## src/rtl/multicore_io_scheduler_pkg.sv

```systemverilog
// multicore_io_scheduler_pkg: phase encoding and default settings shared by the I/O scheduler files
package multicore_io_scheduler_pkg;
  typedef enum logic [1:0] {PH_INPUT = 2'd0, PH_OUTPUT = 2'd1, PH_FINISHED = 2'd2} phase_e;
  localparam int OPS_PER_CORE_DEF = 5;
  localparam logic [7:0] FINISH_PATTERN_DEF = 8'hA5;
endpackage

```

## src/rtl/multicore_io_scheduler_if.sv

```systemverilog
// multicore_io_scheduler_if: board pins and per-core buses around the I/O scheduler
// master = board/cores side (drives SW_pin, Done_core, Display_core), slave = scheduler side
interface multicore_io_scheduler_if #(
  parameter int NUM_CORES = 4,
  parameter int SW_W = 5,
  parameter int DISP_W = 8
);
  logic [SW_W-1:0] SW_pin;
  logic [NUM_CORES-1:0] Done_core;
  logic [NUM_CORES*DISP_W-1:0] Display_core;
  logic [NUM_CORES*SW_W-1:0] SW_core;
  logic [DISP_W-1:0] Display_pin;
  logic [2:0] Active_core;
  logic [1:0] Phase;
  logic [7:0] Ops_left;
  modport master (output SW_pin, Done_core, Display_core, input SW_core, Display_pin, Active_core, Phase, Ops_left);
  modport slave (input SW_pin, Done_core, Display_core, output SW_core, Display_pin, Active_core, Phase, Ops_left);
endinterface

```

## src/rtl/multicore_io_scheduler_button_debouncer.sv

```systemverilog
// button_debouncer: 2-flop sync, stability counter and one-cycle pulse on a debounced 1->0 edge
// Ports: Clock_pin, Resetn_pin (sync, active-low), btn_pin (raw button), press (registered pulse)
module button_debouncer #(
  parameter int DEBOUNCE_CYC = 16
) (
  input  logic Clock_pin,
  input  logic Resetn_pin,
  input  logic btn_pin,
  output logic press
);
  localparam int CW = $clog2(DEBOUNCE_CYC + 1);
  logic m, s, db;
  logic [CW-1:0] cnt;
  always_ff @(posedge Clock_pin) begin
    if (!Resetn_pin) begin
      m <= 1'b0;
      s <= 1'b0;
      db <= 1'b0;
      cnt <= '0;
      press <= 1'b0;
    end else begin
      m <= btn_pin;
      s <= m;
      press <= 1'b0;
      if (s == db) cnt <= '0;
      else if (cnt == CW'(DEBOUNCE_CYC - 1)) begin
        db <= s;
        cnt <= '0;
        press <= db & ~s;
      end else cnt <= cnt + 1'b1;
    end
  end
endmodule

```

## src/rtl/multicore_io_scheduler.sv

```systemverilog
// multicore_io_scheduler: shares one switch bank and LED display among cores, round-robin after all report done
// Ports: Clock_pin, Resetn_pin (sync, active-low), io (slave: SW_pin/Done_core/Display_core in; SW_core/Display_pin/Active_core/Phase/Ops_left out)
module multicore_io_scheduler
  import multicore_io_scheduler_pkg::*;
#(
  parameter int NUM_CORES = 4,
  parameter int OPS_PER_CORE = OPS_PER_CORE_DEF,
  parameter int SW_W = 5,
  parameter int DISP_W = 8,
  parameter int DEBOUNCE_CYC = 16,
  parameter logic [7:0] FINISH_PATTERN = FINISH_PATTERN_DEF
) (
  input logic Clock_pin,
  input logic Resetn_pin,
  multicore_io_scheduler_if.slave io
);
  logic [SW_W-1:0] sw_m, sw_s;
  logic [NUM_CORES-1:0] done_m, done_s;
  logic press, last;
  phase_e phase;
  button_debouncer #(.DEBOUNCE_CYC(DEBOUNCE_CYC)) u_btn (
    .Clock_pin(Clock_pin),
    .Resetn_pin(Resetn_pin),
    .btn_pin(io.SW_pin[0]),
    .press(press)
  );
  assign last = io.Active_core == 3'(NUM_CORES - 1);
  assign io.Phase = phase;
  always_ff @(posedge Clock_pin) begin
    if (!Resetn_pin) begin
      sw_m <= '0;
      sw_s <= '0;
      done_m <= '0;
      done_s <= '0;
      phase <= PH_INPUT;
      io.SW_core <= '0;
      io.Display_pin <= '0;
      io.Active_core <= '0;
      io.Ops_left <= 8'(OPS_PER_CORE);
    end else begin
      sw_m <= io.SW_pin;
      sw_s <= sw_m;
      done_m <= io.Done_core;
      done_s <= done_m;
      case (phase)
        PH_INPUT: begin
          io.SW_core <= {NUM_CORES{sw_s}};
          io.Display_pin <= io.Display_core[DISP_W-1:0];
          if (&done_s) begin
            phase <= PH_OUTPUT;
            io.Active_core <= '0;
            io.Ops_left <= 8'(OPS_PER_CORE);
          end
        end
        PH_OUTPUT: begin
          io.SW_core[io.Active_core*SW_W +: SW_W] <= sw_s;
          io.Display_pin <= io.Display_core[io.Active_core*DISP_W +: DISP_W];
          if (press && io.Ops_left != 8'd0) begin
            if (io.Ops_left > 8'd1) io.Ops_left <= io.Ops_left - 8'd1;
            else if (last) begin
              phase <= PH_FINISHED;
              io.Ops_left <= '0;
            end else begin
              io.Active_core <= io.Active_core + 3'd1;
              io.Ops_left <= 8'(OPS_PER_CORE);
            end
          end
        end
        default: begin
          io.Display_pin <= DISP_W'(FINISH_PATTERN);
          io.Ops_left <= '0;
        end
      endcase
    end
  end
endmodule

```

## src/flat_wrapper.sv

```systemverilog
// flat-port wrapper written by rule: the top's interface ports become plain ports
module multicore_io_scheduler_flat import multicore_io_scheduler_pkg::*;
#(
  parameter int NUM_CORES = 4,
  parameter int OPS_PER_CORE = OPS_PER_CORE_DEF,
  parameter int SW_W = 5,
  parameter int DISP_W = 8,
  parameter int DEBOUNCE_CYC = 16,
  parameter logic [7:0] FINISH_PATTERN = FINISH_PATTERN_DEF
)
  (Clock_pin, Resetn_pin, io_SW_pin, io_Done_core, io_Display_core, io_SW_core, io_Display_pin, io_Active_core, io_Phase, io_Ops_left);
  multicore_io_scheduler_if #(.NUM_CORES(NUM_CORES), .SW_W(SW_W), .DISP_W(DISP_W)) io_i ();
  input logic Clock_pin;
  input logic Resetn_pin;
  input wire logic [$bits(io_i.SW_pin)-1:0] io_SW_pin;
  input wire logic [$bits(io_i.Done_core)-1:0] io_Done_core;
  input wire logic [$bits(io_i.Display_core)-1:0] io_Display_core;
  output wire logic [$bits(io_i.SW_core)-1:0] io_SW_core;
  output wire logic [$bits(io_i.Display_pin)-1:0] io_Display_pin;
  output wire logic [$bits(io_i.Active_core)-1:0] io_Active_core;
  output wire logic [$bits(io_i.Phase)-1:0] io_Phase;
  output wire logic [$bits(io_i.Ops_left)-1:0] io_Ops_left;
  assign io_i.SW_pin = io_SW_pin;
  assign io_i.Done_core = io_Done_core;
  assign io_i.Display_core = io_Display_core;
  assign io_SW_core = io_i.SW_core;
  assign io_Display_pin = io_i.Display_pin;
  assign io_Active_core = io_i.Active_core;
  assign io_Phase = io_i.Phase;
  assign io_Ops_left = io_i.Ops_left;
  multicore_io_scheduler #(.NUM_CORES(NUM_CORES), .OPS_PER_CORE(OPS_PER_CORE), .SW_W(SW_W), .DISP_W(DISP_W), .DEBOUNCE_CYC(DEBOUNCE_CYC), .FINISH_PATTERN(FINISH_PATTERN)) u_core (.Clock_pin(Clock_pin), .Resetn_pin(Resetn_pin), .io(io_i));
endmodule
```

## config.mk

```make
export PLATFORM = sky130hd
export DESIGN_NAME = multicore_io_scheduler_flat
export DESIGN_NICKNAME = d
export VERILOG_FILES = /design/src/rtl/multicore_io_scheduler_pkg.sv /design/src/rtl/multicore_io_scheduler_if.sv /design/src/rtl/multicore_io_scheduler_button_debouncer.sv /design/src/rtl/multicore_io_scheduler.sv /design/src/flat_wrapper.sv
export SDC_FILE = /design/constraint.sdc
export NUM_CORES = 1
export LEC_CHECK = 0
export ABC_AREA = 1
export CAP_MARGIN = 20
export CORE_MARGIN = 2
export CORE_UTILIZATION = 49
export DETAILED_ROUTE_END_ITERATION = 8
export PLACE_DENSITY_LB_ADDON = 0.12
export SETUP_SLACK_MARGIN = 0.4
export SYNTH_ARGS = -nofsm -noshare
export SYNTH_HDL_FRONTEND = slang
export SYNTH_HIERARCHICAL = 1
export SYNTH_SLANG_ARGS = --single-unit
```

## constraint.sdc

```tcl
create_clock -name Clock_pin -period 2.4 [get_ports Clock_pin]
set_input_delay 0.72 -clock Clock_pin [delete_from_list [all_inputs] [get_ports Clock_pin]]
set_output_delay 0.72 -clock Clock_pin [all_outputs]
set_load 0.03 [all_outputs]
```

==> metrics.md <==
| Metric | Value |
|---|---|
| Distinct cell type count after synthesis | 32 |
| Synthesis-stage register bit count | just under 70 |
| Maximum vdd drop | just under 400 uV |
| I/O pin total | 84 |
| Grt total ovfl | 0 |
| Global-route wire length before repair | 12800 um |
| TritonCTS buffer count | 9 |
| Wirelength per Cell | approximately 12 um |
| Slew @ Worst Pin | 0.412 ns |
| Die area | a little over 7000 um2 |
| Max Root-Sink Buffers | 2 |
| Pins Over Slew Limit | 0 |
| Max-slew headroom | between 70 and 80% |
| DR pass1 iterations | 5 |
| Synthesized Nets | about 500 |
| Initial antenna violation count | 0 |
| WL final | around 7500 um |
| Worst Path Required | approximately 1.7 ns |
| Ys Warns | 6 |
| Most Crowded Layer GR | met2 |
| Final total power | approximately 2.7 mW |
| Final setup fails | 0 |
| 1st-iter DRT viols | ~270 |
| Buf/Inv on CP | 1 |
| Hold Path Origin | u_core/done_m[3] |
| Post-route clock period utilization | 81.7% |
| Die Ht | ~85 um |
| Worst Hold Class | reg2reg |
| Setup ws final | roughly 0.44 ns |
| FP Rows | 29 |
| Reg clk slew, reported paths | roughly 0.08 ns |
| H-tree depth | 3 |
| WHS | just over 0.4 ns |
| Gr usage total | 21.9% |
| MaxCap Viol Count | 0 |
| Hold Fails Final Rpt | 0 |
| # diodes | 0 |
| Worst reg2reg endpoint | u_core/io.SW_core[17] |
| Vias per inst | ~5.0 |
| GRT met3 Usage | around 5.7% |
| Crit path capture type | primary output |
| Mapped cell area | about 3200 um2 |
| Max frequency | slightly above 500 MHz |
| Hold Buf Count CTS | 0 |
| Post-DP HPWL | approximately 5400 um |
| Grt met2 use | 34.1% |
| Clk sinks | 68 |
| Largest delay share family, worst path | flip-flops |
| Startpoint types | flip-flop |
| Hold depth | 2 |
| M1 GR Usage | between 20% and 30% |
| Worst-path maximum fanout | 6 |
| Clk Latency, worst-skew pair | approximately 0.34 ns |
| Nets | roughly 600 |
| Largest net degree at the start of global routing | 20 |
| Layout cells sized above 1 | roughly 8.4% |
| Pwr dens | roughly 640 nW/um2 |
| Core ar. | ~6300 um2 |
| Leak Pwr | approximately 2.1 nW |
| RePlAce Congestion | slightly below 0.9 |
| Die X | approximately 85 um |
| WS Path Type | reg2out |
| Status | finished clean |
| CTS tree | done |
| Hold endpoint | u_core/done_s[3] |
| Worst path max stage delay | 0.49 ns |
| Crit-path slowest cell | dfxtp_1 |
| Fin cells | 625 |
| Pre-CTS setup slack | between 0.3 and 0.4 ns |
| Clk_skew | between 0.007 and 0.008 ns |
| Worst r2r src | u_core/io.Active_core[1] |
| Post-Syn Instances | 453 |
| P&R area growth vs syn | 33.5% |
| Avg Inst Size Synth | 7.03 um2 |
| Initial Util | roughly half |
| Worst Reg-to-Reg Cells | 10 |
| Antenna-violating nets left | 0 |
| Min Tclk post-route | about 2.0 ns |
| RSZ-0062 raised after global routing | no |
| CP Cell Sequence | clkdlybuf4s15_1 |
| Via Count | roughly 3100 |
| Worst Path Arrival | about 1.2 ns |
| Number of port buffers | 83 |
| Seq/Total Area, Yosys | between 40% and 50% |
| Fin Setup TNS | 0 ns |
| Placed cell count | 606 |
| R2R Setup Slk | between 0.5 and 0.6 ns |
| CTS Root Buffer Type | clkbuf_8 |
| Vias in the first global route | 2843 |
| Drt drc | 0 |
[flip-flops by register name (all words and copies together) (netlist names)]
| signal | cells |
|---|---|
| u_core/u_btn/m | 1 |
| u_core/io.Active_core | 3 |
| u_core/io.Phase | 2 |
| u_core/done_s | 4 |
| u_core/sw_m | 5 |
| u_core/io.Ops_left | 8 |
| u_core/u_btn/cnt | 5 |
| u_core/done_m | 4 |
| u_core/sw_s | 5 |
| u_core/io.SW_core | 20 |
| u_core/u_btn/press | 1 |
| u_core/u_btn/db | 1 |
| u_core/u_btn/s | 1 |
| u_core/io.Display_pin | 8 |
[power by group]
part	total [mW]	switching, mW	internal [mW]	leakage (nW)
combinational	0.611	0.381	0.230	1.49
clock	0.856	0.469	0.387	0.0829
sequential	1.24	0.0427	1.20	0.559
total	2.71	0.893	1.81	2.13
[worst reg2reg max path: stages (launching register included)]
cell and delay [ns]:
dfxtp_2 0.45, inv_1 0.10, ha_1 0.20, nand2_1 0.07
nand2_1 0.08, inv_1 0.15, nand2_1 0.08, o21ai_2 0.24
inv_1 0.14, nor2_1 0.15, nor2_1 0.05
[placed cells by master, fill, tap and decap left out, types with 5 or more instances in the layout]
cell and instances:
nand3_1 23, dlygate4sd2_1 38, o21ai_0 36, inv_1 49, a21oi_1 16, buf_4 9, nor2_1 79, clkbuf_8 9
o21ai_1 6, clkdlybuf4s50_1 41, nand4_1 5, dfxtp_1 66, ha_1 11, nand2_1 113
[worst max path at each step]
| stage | start | to | slack [ns] | cells past startpoint |
|---|---|---|---|---|
| floorplan | u_core/io.Active_core[1] | u_core/io.SW_core[15] | 0.41 | 11 |
| global placement | u_core/io.Active_core[1] | io_Active_core[1] | 0.42 | 1 |
| detailed placement | u_core/io.Active_core[1] | io_Active_core[1] | 0.39 | 1 |
| CTS | u_core/io.Active_core[1] | io_Active_core[1] | 0.32 | 1 |
| global route | u_core/io.Phase[1] | io_Phase[1] | 0.40 | 1 |
| finish | u_core/io.Phase[1] | io_Phase[1] | 0.44 | 1 |
[logic make-up (layout without fill, tap and decap cells)]
kind of cell             count (synthesis)  count (layout)  synth area share (%)
XOR/XNOR                                 1               1                 0.275
AND/OR/NAND/NOR                        236             236                  31.7
adder cells (fa/ha/maj)                 11              11                  4.32
buffers and inverters                   65             160                  8.06
flip-flops                              68              68                  42.8
AO/OA/AOI/OAI                           72              72                  12.8
[timing repair]
item,CTS,global route
setup endpoints to repair,41,19
resized for setup,41,4
pin swaps,0,1
hold endpoints to repair,0,0
setup buffers,0,3
[layer usage]
layer / wire length, um / vias up / part of all wire [%]
li1: - / 1623 / -
met2: 3410 / 96 / 45
met3: 518 / 5 / 6.9
met1: 3550 / 1380 / 47
met4: 46 / 0 / 0.61
met5: 0 / - / 0
[cell usage after synthesis (all sizes together)]
master | number | share of area, %
o211a | 4 | 1.3
clkbuf | 8 | 0.94
o21ai | 46 | 7.7
o21a | 1 | 0.24
nand3b | 1 | 0.24
clkinv | 1 | 0.12
nor3 | 5 | 0.94
nand2 | 117 | 14
nand4 | 5 | 0.98
a21boi | 1 | 0.24
nand3 | 25 | 4.5
buf | 5 | 0.98
o211ai | 3 | 0.71
inv | 51 | 6.0
ha | 11 | 4.3
xor2 | 1 | 0.28
o22ai | 1 | 0.20
nor2 | 83 | 11
a21oi | 16 | 2.5
dfxtp | 68 | 43
[metrics by stage]
stage	util [%]	area, um2
after floorplan	-	3190
after global placement	64.8	4090
after detailed placement	64.8	4090
after CTS	66.9	4220
after global routing	67.3	4250
final	67.3	4250
[area by class of cell]
cell class,count,area (um2)
fillers,584,2060
multi-input cells,320,1570
flip-flops and latches,68,1360
repair buffers,92,846
inverters,52,196
clock buffers,9,124
well taps,77,96.3
clock inverters,7,57.6
(Power assumes the default switching activity.)
